--- src/rtl/ddr2_pkg.sv ---
`default_nettype none
// =============================================================================
// ddr2_pkg : shared command encodings, bank selects and init step enumeration
// Revision : 1.0
// =============================================================================
package ddr2_pkg;

    // {csbar, rasbar, casbar, webar}
    localparam logic [3:0] CMD_NOP   = 4'b0111;
    localparam logic [3:0] CMD_PREA  = 4'b0010;
    localparam logic [3:0] CMD_REF   = 4'b0001;
    localparam logic [3:0] CMD_MRS   = 4'b0000;
    localparam logic [3:0] CMD_DESEL = 4'b1111;

    localparam logic [1:0] BA_MR   = 2'b00;
    localparam logic [1:0] BA_EMR1 = 2'b01;
    localparam logic [1:0] BA_EMR2 = 2'b10;
    localparam logic [1:0] BA_EMR3 = 2'b11;

    typedef enum logic [3:0] {
        ST_IDLE       = 4'd0,
        ST_CKE_LOW    = 4'd1,
        ST_XPR        = 4'd2,
        ST_PREA1      = 4'd3,
        ST_EMRS2      = 4'd4,
        ST_EMRS3      = 4'd5,
        ST_EMRS1      = 4'd6,
        ST_MRS_DLLRST = 4'd7,
        ST_PREA2      = 4'd8,
        ST_REF1       = 4'd9,
        ST_REF2       = 4'd10,
        ST_MRS        = 4'd11,
        ST_EMRS1_OCD  = 4'd12,
        ST_EMRS1_EXIT = 4'd13,
        ST_DLL_WAIT   = 4'd14,
        ST_DONE       = 4'd15
    } step_e;

    function automatic int max_of(input int a, input int b);
        return (a > b) ? a : b;
    endfunction

endpackage
`default_nettype wire

--- src/rtl/ddr2_init_sequencer_if.sv ---
`default_nettype none
// =============================================================================
// ddr2_init_sequencer_if : start/status handshake and DDR2 command bus
// Revision : 1.0
// =============================================================================
interface ddr2_init_sequencer_if;
    logic        initddr;
    logic        ready;
    logic        busy;
    logic        cke;
    logic        csbar;
    logic        rasbar;
    logic        casbar;
    logic        webar;
    logic [1:0]  ba;
    logic [12:0] a;
    logic        odt;
    logic [3:0]  step;

    modport master (
        input  initddr,
        output ready, busy, cke, csbar, rasbar, casbar, webar, ba, a, odt, step
    );

    modport slave (
        output initddr,
        input  ready, busy, cke, csbar, rasbar, casbar, webar, ba, a, odt, step
    );
endinterface
`default_nettype wire

--- src/rtl/ddr2_delay_cnt.sv ---
`default_nettype none
// =============================================================================
// ddr2_delay_cnt : loadable saturating down-counter with zero flag
// Revision : 1.0
// =============================================================================
module ddr2_delay_cnt #(
    parameter int WIDTH = 8
) (
    input  logic             clk,
    input  logic             reset,
    input  logic             i_load,
    input  logic [WIDTH-1:0] i_value,
    output logic             o_zero
);
    logic [WIDTH-1:0] r_cnt;

    always_ff @(posedge clk) begin
        if (!reset) begin
            r_cnt <= '0;
        end else if (i_load) begin
            r_cnt <= i_value;
        end else if (r_cnt != '0) begin
            r_cnt <= r_cnt - 1'b1;
        end
    end

    assign o_zero = (r_cnt == '0);
endmodule
`default_nettype wire

--- src/rtl/ddr2_init_sequencer.sv ---
`default_nettype none
// =============================================================================
// ddr2_init_sequencer : DDR2 power-up init command sequencer, owns bus until ready
// Revision : 1.0
// =============================================================================
module ddr2_init_sequencer
    import ddr2_pkg::*;
#(
    parameter int          T_CKE    = 200,
    parameter int          T_XPR    = 200,
    parameter int          T_RP     = 8,
    parameter int          T_MRD    = 2,
    parameter int          T_RFC    = 53,
    parameter int          T_DLL    = 200,
    parameter logic [12:0] MR_VAL   = 13'h0642,
    parameter logic [12:0] EMR1_VAL = 13'h0004
) (
    input  logic                  clk,
    input  logic                  reset,
    ddr2_init_sequencer_if.master bus
);
    localparam int CNT_MAX = max_of(max_of(max_of(T_CKE, T_XPR), max_of(T_DLL, T_RFC)),
                                    max_of(T_RP, T_MRD));
    localparam int CNT_W   = $clog2(CNT_MAX + 1);

    step_e       r_state;
    logic        r_req;
    logic        r_cke;
    logic        r_busy;
    logic        r_ready;
    logic [3:0]  r_cmd;
    logic [1:0]  r_ba;
    logic [12:0] r_a;

    logic             w_gap_zero;
    logic             w_dll_zero;
    logic             w_gap_load;
    logic             w_dll_load;
    logic             w_fire;
    logic [CNT_W-1:0] w_gap_val;
    step_e            w_next;
    logic [3:0]       w_cmd;
    logic [1:0]       w_ba;
    logic [12:0]      w_a;
    int               w_gap;

    ddr2_delay_cnt #(.WIDTH(CNT_W)) u_gap_cnt (
        .clk     (clk),
        .reset   (reset),
        .i_load  (w_gap_load),
        .i_value (w_gap_val),
        .o_zero  (w_gap_zero)
    );

    ddr2_delay_cnt #(.WIDTH(CNT_W)) u_dll_cnt (
        .clk     (clk),
        .reset   (reset),
        .i_load  (w_dll_load),
        .i_value (CNT_W'(T_DLL - 1)),
        .o_zero  (w_dll_zero)
    );

    // r_state names the last command issued; w_next is the one waiting on the gap timer.
    always_comb begin
        w_next = step_e'(4'(r_state) + 4'd1);
        w_fire = w_gap_zero && (r_state >= ST_XPR) && (r_state <= ST_EMRS1_OCD);
        w_cmd  = CMD_NOP;
        w_ba   = BA_MR;
        w_a    = '0;
        w_gap  = 1;
        case (w_next)
            ST_PREA1, ST_PREA2: begin w_cmd = CMD_PREA; w_a = 13'h0400; w_gap = T_RP; end
            ST_EMRS2:      begin w_cmd = CMD_MRS; w_ba = BA_EMR2; w_gap = T_MRD; end
            ST_EMRS3:      begin w_cmd = CMD_MRS; w_ba = BA_EMR3; w_gap = T_MRD; end
            ST_EMRS1:      begin w_cmd = CMD_MRS; w_ba = BA_EMR1; w_a = EMR1_VAL; w_gap = T_MRD; end
            ST_MRS_DLLRST: begin w_cmd = CMD_MRS; w_a = MR_VAL | 13'h0100; w_gap = T_MRD; end
            ST_REF1, ST_REF2: begin w_cmd = CMD_REF; w_gap = T_RFC; end
            ST_MRS:        begin w_cmd = CMD_MRS; w_a = MR_VAL; w_gap = T_MRD; end
            ST_EMRS1_OCD:  begin w_cmd = CMD_MRS; w_ba = BA_EMR1; w_a = EMR1_VAL | 13'h0380; w_gap = T_MRD; end
            ST_EMRS1_EXIT: begin w_cmd = CMD_MRS; w_ba = BA_EMR1; w_a = EMR1_VAL; end
            default:       begin end
        endcase
        w_gap_load = w_fire || (r_state == ST_IDLE && r_req) || (r_state == ST_CKE_LOW && w_gap_zero);
        if (r_state == ST_IDLE) begin
            w_gap_val = CNT_W'(T_CKE - 1);
        end else if (r_state == ST_CKE_LOW) begin
            w_gap_val = CNT_W'(T_XPR - 1);
        end else begin
            w_gap_val = CNT_W'(w_gap - 1);
        end
        w_dll_load = w_fire && (w_next == ST_MRS_DLLRST);
    end

    always_ff @(posedge clk) begin
        if (!reset) begin
            r_state <= ST_IDLE;
            r_req   <= 1'b0;
            r_cke   <= 1'b0;
            r_busy  <= 1'b0;
            r_ready <= 1'b0;
            r_cmd   <= CMD_DESEL;
            r_ba    <= '0;
            r_a     <= '0;
        end else begin
            r_cmd <= r_cke ? CMD_NOP : CMD_DESEL;
            case (r_state)
                ST_IDLE: begin
                    r_req <= bus.initddr;
                    if (r_req) begin
                        r_req   <= 1'b0;
                        r_busy  <= 1'b1;
                        r_state <= ST_CKE_LOW;
                    end
                end
                ST_CKE_LOW: begin
                    if (w_gap_zero) begin
                        r_cke   <= 1'b1;
                        r_cmd   <= CMD_NOP;
                        r_state <= ST_XPR;
                    end
                end
                ST_EMRS1_EXIT, ST_DLL_WAIT: begin
                    if (w_dll_zero) begin
                        r_ready <= 1'b1;
                        r_busy  <= 1'b0;
                        r_state <= ST_DONE;
                    end else begin
                        r_state <= ST_DLL_WAIT;
                    end
                end
                ST_DONE: begin end
                default: begin
                    if (w_fire) begin
                        r_cmd   <= w_cmd;
                        r_ba    <= w_ba;
                        r_a     <= w_a;
                        r_state <= w_next;
                    end
                end
            endcase
        end
    end

    assign bus.ready  = r_ready;
    assign bus.busy   = r_busy;
    assign bus.cke    = r_cke;
    assign {bus.csbar, bus.rasbar, bus.casbar, bus.webar} = r_cmd;
    assign bus.ba     = r_ba;
    assign bus.a      = r_a;
    assign bus.odt    = 1'b0;
    assign bus.step   = r_state;
endmodule
`default_nettype wire
--- src/flat_wrapper.sv ---
// flat-port wrapper written by rule: the top's interface ports become plain ports
module ddr2_init_sequencer_flat import ddr2_pkg::*;
#(
    parameter int          T_CKE    = 200,
    parameter int          T_XPR    = 200,
    parameter int          T_RP     = 8,
    parameter int          T_MRD    = 2,
    parameter int          T_RFC    = 53,
    parameter int          T_DLL    = 200,
    parameter logic [12:0] MR_VAL   = 13'h0642,
    parameter logic [12:0] EMR1_VAL = 13'h0004
)
  (clk, reset, bus_initddr, bus_ready, bus_busy, bus_cke, bus_csbar, bus_rasbar, bus_casbar, bus_webar, bus_ba, bus_a, bus_odt, bus_step);
  ddr2_init_sequencer_if bus_i ();
  input  logic clk;
  input  logic reset;
  input wire logic [$bits(bus_i.initddr)-1:0] bus_initddr;
  output wire logic [$bits(bus_i.ready)-1:0] bus_ready;
  output wire logic [$bits(bus_i.busy)-1:0] bus_busy;
  output wire logic [$bits(bus_i.cke)-1:0] bus_cke;
  output wire logic [$bits(bus_i.csbar)-1:0] bus_csbar;
  output wire logic [$bits(bus_i.rasbar)-1:0] bus_rasbar;
  output wire logic [$bits(bus_i.casbar)-1:0] bus_casbar;
  output wire logic [$bits(bus_i.webar)-1:0] bus_webar;
  output wire logic [$bits(bus_i.ba)-1:0] bus_ba;
  output wire logic [$bits(bus_i.a)-1:0] bus_a;
  output wire logic [$bits(bus_i.odt)-1:0] bus_odt;
  output wire logic [$bits(bus_i.step)-1:0] bus_step;
  assign bus_i.initddr = bus_initddr;
  assign bus_ready = bus_i.ready;
  assign bus_busy = bus_i.busy;
  assign bus_cke = bus_i.cke;
  assign bus_csbar = bus_i.csbar;
  assign bus_rasbar = bus_i.rasbar;
  assign bus_casbar = bus_i.casbar;
  assign bus_webar = bus_i.webar;
  assign bus_ba = bus_i.ba;
  assign bus_a = bus_i.a;
  assign bus_odt = bus_i.odt;
  assign bus_step = bus_i.step;
  ddr2_init_sequencer #(.T_CKE(T_CKE), .T_XPR(T_XPR), .T_RP(T_RP), .T_MRD(T_MRD), .T_RFC(T_RFC), .T_DLL(T_DLL), .MR_VAL(MR_VAL), .EMR1_VAL(EMR1_VAL)) u_core (.clk(clk), .reset(reset), .bus(bus_i));
endmodule
--- config.mk ---
export PLATFORM = sky130hd
export DESIGN_NAME = ddr2_init_sequencer_flat
export DESIGN_NICKNAME = d
export VERILOG_FILES = /design/src/rtl/ddr2_pkg.sv /design/src/rtl/ddr2_init_sequencer_if.sv /design/src/rtl/ddr2_delay_cnt.sv /design/src/rtl/ddr2_init_sequencer.sv /design/src/flat_wrapper.sv
export SDC_FILE = /design/constraint.sdc
export NUM_CORES = 1
export LEC_CHECK = 0
export CAP_MARGIN = 10
export CORE_ASPECT_RATIO = 1.5
export CORE_UTILIZATION = 29
export DETAILED_ROUTE_END_ITERATION = 8
export PLACE_DENSITY = 0.49
export SLEW_MARGIN = 40
export SYNTH_ARGS = -nofsm -noshare
export SYNTH_HDL_FRONTEND = slang
export SYNTH_SLANG_ARGS = --single-unit
--- constraint.sdc ---
create_clock -name clk -period 5.6 [get_ports clk]
set_input_delay 1.68 -clock clk [delete_from_list [all_inputs] [get_ports clk]]
set_output_delay 1.68 -clock clk [all_outputs]
set_load 0.01 [all_outputs]
==> flow_summary.rst <==
.. list-table::
   :header-rows: 1

   * - Metric
     - Value
   * - Status
     - completed
   * - Hold Crit Class
     - reg -> reg
   * - Largest stage delay, worst path
     - 0.75 ns
   * - Detailed router's first-iteration violation count
     - 95
   * - Count of buffers added by post-CTS timing repair for setup
     - 0
   * - Core Box Area
     - 0.008362 sq mm
   * - Synthesized netlist cell count
     - 319
   * - Clock Tree Root
     - clkbuf_16
   * - Post-DP HPWL
     - 4676 um
   * - Element type at the critical path start
     - flop
   * - Setup TNS Final
     - 0 ns
   * - Final Routed Wirelength
     - 6560 um
   * - Wire length of the first global-routing pass
     - 10960 um
   * - Primary FF master, synth
     - dfxtp_1
   * - Final number of hold-violating endpoints
     - 0
   * - Achievable clock frequency
     - 265.7 MHz
   * - Area Overhead vs Synth
     - 17.58%
   * - Leakage power
     - 1.092 nW
   * - Mapped Avg Cell Area
     - 7.786 sq um
   * - Category of the worst setup path capture point
     - flop
   * - Setup Skew
     - 0.005996 ns
   * - Worst setup slack after placement
     - 1.934 ns
   * - Std cell rows
     - 41
   * - Post-DP Area
     - 0.002705 sq mm
   * - Wire per inst
     - 15.26 um
   * - Pins Over Slew Limit
     - 0
   * - Initial Utilization
     - 29.70%
   * - Vias in the first global route
     - 2195
   * - Quantity of hold-fixing buffers added after cts
     - 0
   * - Required time of the critical path
     - 5.81 ns
   * - Clock sinks
     - 36
   * - Clock-pin slew reported for the worst setup and hold paths after clock tree synthesis
     - 0.06 ns
   * - Transition at the pin with the smallest max-transition slack
     - 0.8025 ns
   * - Number of antenna repair diodes
     - 0
   * - Time the worst path needs with I/O delays and setup
     - 3.764 ns
   * - Max-Cap Viols
     - 0
   * - Synthesized cell area
     - 0.002484 sq mm
   * - Clock buffer count from CTS
     - 5
   * - Final layout net count
     - 332
   * - Critical hold path startpoint
     - u_core.bus.ready$_SDFFE_PN0P_
   * - Number of synthesized flops with an enable pin
     - 0
   * - Tot GR Track Use
     - 15.57%
   * - Antenna-violating nets left
     - 0
   * - Least setup slack across all paths after layout
     - 1.836 ns
   * - Source of the worst register-to-register timing path
     - u_core.bus.step[1]$_SDFFE_PN0P_
   * - Fin area
     - 0.002920 sq mm
   * - Clock latency on the worst-skew pair
     - 0.28 ns
   * - Tcrit/Tclk final
     - 67.21%
   * - Final number of setup-violating endpoints
     - 0
   * - Share of synthesized area occupied by flip-flops and latches
     - 29.02%
   * - Length of the first detailed-routing pass in iterations
     - 4
   * - Filler instances
     - 894
   * - WP buf/inv
     - 1
   * - Vias post-DR
     - 2306
   * - CTS tree
     - done
   * - Cells on worst reg2reg path
     - 12
   * - Max_slew headroom
     - 46.09%
   * - Reg-to-reg slack, setup
     - 1.84 ns
   * - Chip Width
     - 77.56 um
   * - Number of unique standard cell types used by synthesis
     - 60
   * - Power density cells
     - 504.5 mW/mm^2
   * - Number of I/O pins
     - 30
   * - Endpoint of the lowest-slack register-to-register path
     - u_core.u_gap_cnt.r_cnt[2]$_SDFFE_PN0P_
   * - Warnings from Yosys
     - 0
   * - Max VDD drop
     - 0.2259 mV
   * - Die Outline Area
     - 0.008946 sq mm
   * - Antenna violations before repair
     - 0
   * - Async set-or-reset flop fraction in the synthesized netlist
     - 0%
   * - Cell type of the slowest stage on the worst timing path
     - ha_1
   * - Setup repair after global routing missed its margin
     - false
   * - Hold-critical path endpoint
     - u_core.bus.ready$_SDFFE_PN0P_
   * - Hold-critical path depth
     - 1
   * - Critical path class
     - reg -> reg
   * - Chain of cells forming the critical path
     - ha_1, clkinv_1, a21oi_1, o21ai_0, a221oi_1, o21ai_0, ha_1, o21ai_0, nor2_1, nor4_1, o311ai_0, a21oi_1
   * - # H-tree levels
     - 2
   * - Total of flip-flops plus latches after synthesis
     - 36
   * - Cell repeated most along the worst path
     - o21ai_0
   * - Die Ht
     - 115.3 um
   * - Final weighted congestion of routability-driven global placement
     - 0.9081
   * - Category of cells accounting for the largest share of critical-path delay
     - compound AO/OA/AOI/OAI gates
   * - Data arrival at the endpoint of the critical path
     - 3.98 ns
   * - Total of cells resized after clock tree synthesis
     - 0
   * - Pin count of the biggest net entering global routing
     - 38
   * - Global route overflow
     - 0
   * - Maximum fanout along the worst path
     - 24
   * - DRC violations left
     - 0
   * - IO buf count
     - 22
   * - Maximum clock insertion buffer count
     - 2
   * - Share of cells above drive strength 1
     - 6.502%
   * - Via/cell ratio
     - 5.363
[cell usage in the layout, fill, tap and decap left out, drive strengths merged, types with 4 or more instances in the layout]
cell,instances
a21boi,6
clkbuf,5
o21a,6
o31ai,6
a21oi,19
inv,11
o31a,4
xnor2,9
nor3,8
clkdlybuf4s50,22
ha,7
dfxtp,36
o22ai,4
a31oi,7
nand3,12
and3,5
nor2,25
o21ai,21
o211a,4
conb,7
a211oi,4
nand4,5
mux2i,4
o311ai,4
nor2b,5
and2,6
nand2b,4
nor4,5
nand2,19
[Yosys cell counts, types with 7 or more instances]
library cell	instances	area [sq um]
ha_1	7	87.58
o21ai_0	20	100.1
xnor2_1	9	78.83
nand2_1	19	71.32
buf_4	8	60.06
nor3_1	7	35.03
nand3_1	12	60.06
inv_1	11	41.29
a21oi_1	19	95.09
a31oi_1	7	43.79
nor2_1	25	93.84
clkbuf_1	21	78.83
dfxtp_1	36	720.7
[layer usage]
| layer | routed length, um | vias up | part of all wire (%) | GRT usage, % |
|---|---|---|---|---|
| met5 | 0 | - | 0 | 0 |
| met4 | 108 | 0 | 1.6 | 6.792 |
| met3 | 185 | 9 | 2.8 | 2.619 |
| met2 | 3540 | 51 | 54 | 28.73 |
| met1 | 2726 | 1085 | 42 | 17.38 |
| li1 | - | 1161 | - | - |
[how the worst max path moves through the flow]
| stage | from | end | slack (ns) | depth (start not counted) |
|---|---|---|---|---|
| floorplan | u_core.bus.step[0]$_SDFFE_PN0P_ | u_core.u_gap_cnt.r_cnt[2]$_SDFFE_PN0P_ | 2.39 | 15 |
| global placement | u_core.bus.step[1]$_SDFFE_PN0P_ | u_core.u_gap_cnt.r_cnt[2]$_SDFFE_PN0P_ | 2.08 | 11 |
| detailed placement | u_core.bus.step[0]$_SDFFE_PN0P_ | u_core.u_gap_cnt.r_cnt[2]$_SDFFE_PN0P_ | 1.93 | 11 |
| CTS | u_core.bus.step[0]$_SDFFE_PN0P_ | u_core.u_gap_cnt.r_cnt[2]$_SDFFE_PN0P_ | 1.93 | 11 |
| global route | u_core.bus.step[1]$_SDFFE_PN0P_ | u_core.u_gap_cnt.r_cnt[2]$_SDFFE_PN0P_ | 1.53 | 12 |
| finish | u_core.bus.step[1]$_SDFFE_PN0P_ | u_core.u_gap_cnt.r_cnt[2]$_SDFFE_PN0P_ | 1.84 | 12 |
[worst register-to-register path, stage by stage (launching register included)]
cell and delay, ns:
dfxtp_1 0.59, ha_1 0.75, clkinv_1 0.46, a21oi_1 0.28, o21ai_0 0.13, a221oi_1 0.27, o21ai_0 0.15, ha_1 0.26
o21ai_0 0.17, nor2_1 0.08, nor4_1 0.23, o311ai_0 0.16, a21oi_1 0.16
[cells by family (layout without fill, tap and decap cells)]
family / count (synthesis) / count (layout) / share of synthesized area, %
AO/OA/AOI/OAI: 101 / 101 / 27.51
XOR/XNOR: 11 / 11 / 3.879
adder cells (fa/ha/maj): 7 / 7 / 3.526
buffers and inverters: 47 / 45 / 8.967
flip-flops: 36 / 36 / 29.02
multiplexers: 5 / 5 / 2.066
other: 1 / 7 / 0.1510
AND/OR/NAND/NOR: 111 / 111 / 24.89
[report_power, final]
group	switching (W)	internal (W)	total [W]
registers	0.0000704	0.000322	0.000392
logic	0.000384	0.000284	0.000669
clock network	0.000112	0.000300	0.000412
total	0.000566	0.000907	0.00147
[registers in the layout, summed over array words and instances, names as in the netlist]
name / cells
u_core.bus.ready: 1
u_core.bus.ba: 2
u_core.u_gap_cnt.r_cnt: 8
u_core.r_cmd: 4
u_core.bus.step: 4
u_core.r_req: 1
u_core.u_dll_cnt.r_cnt: 8
u_core.bus.a: 6
u_core.bus.busy: 1
u_core.bus.cke: 1
[final cells by class]
cell class,instances,area (sq um),share of cell area [%]
Tap cell,107,133.9,4.584
Inverter,12,45.04,1.542
Clock inverter,3,90.09,3.085
Sequential cell,36,720.7,24.68
Clock buffer,5,125.1,4.284
Multi-Input combinational cell,242,1563,53.51
Timing Repair Buffer,25,242.7,8.312
[stage by stage]
stage	power (W)	util [%]	hold WS (ns)	instances
after floorplan	0.0009381	-	0.4555	325
after global placement	0.001060	32.35	0.4507	422
after detailed placement	0.001065	32.35	0.4618	422
after CTS	0.001487	34.92	0.4766	430
after global routing	0.001595	34.92	0.4988	430
final	0.001473	34.92	0.4683	430
No activity file was read; power rests on OpenSTA's default activity.
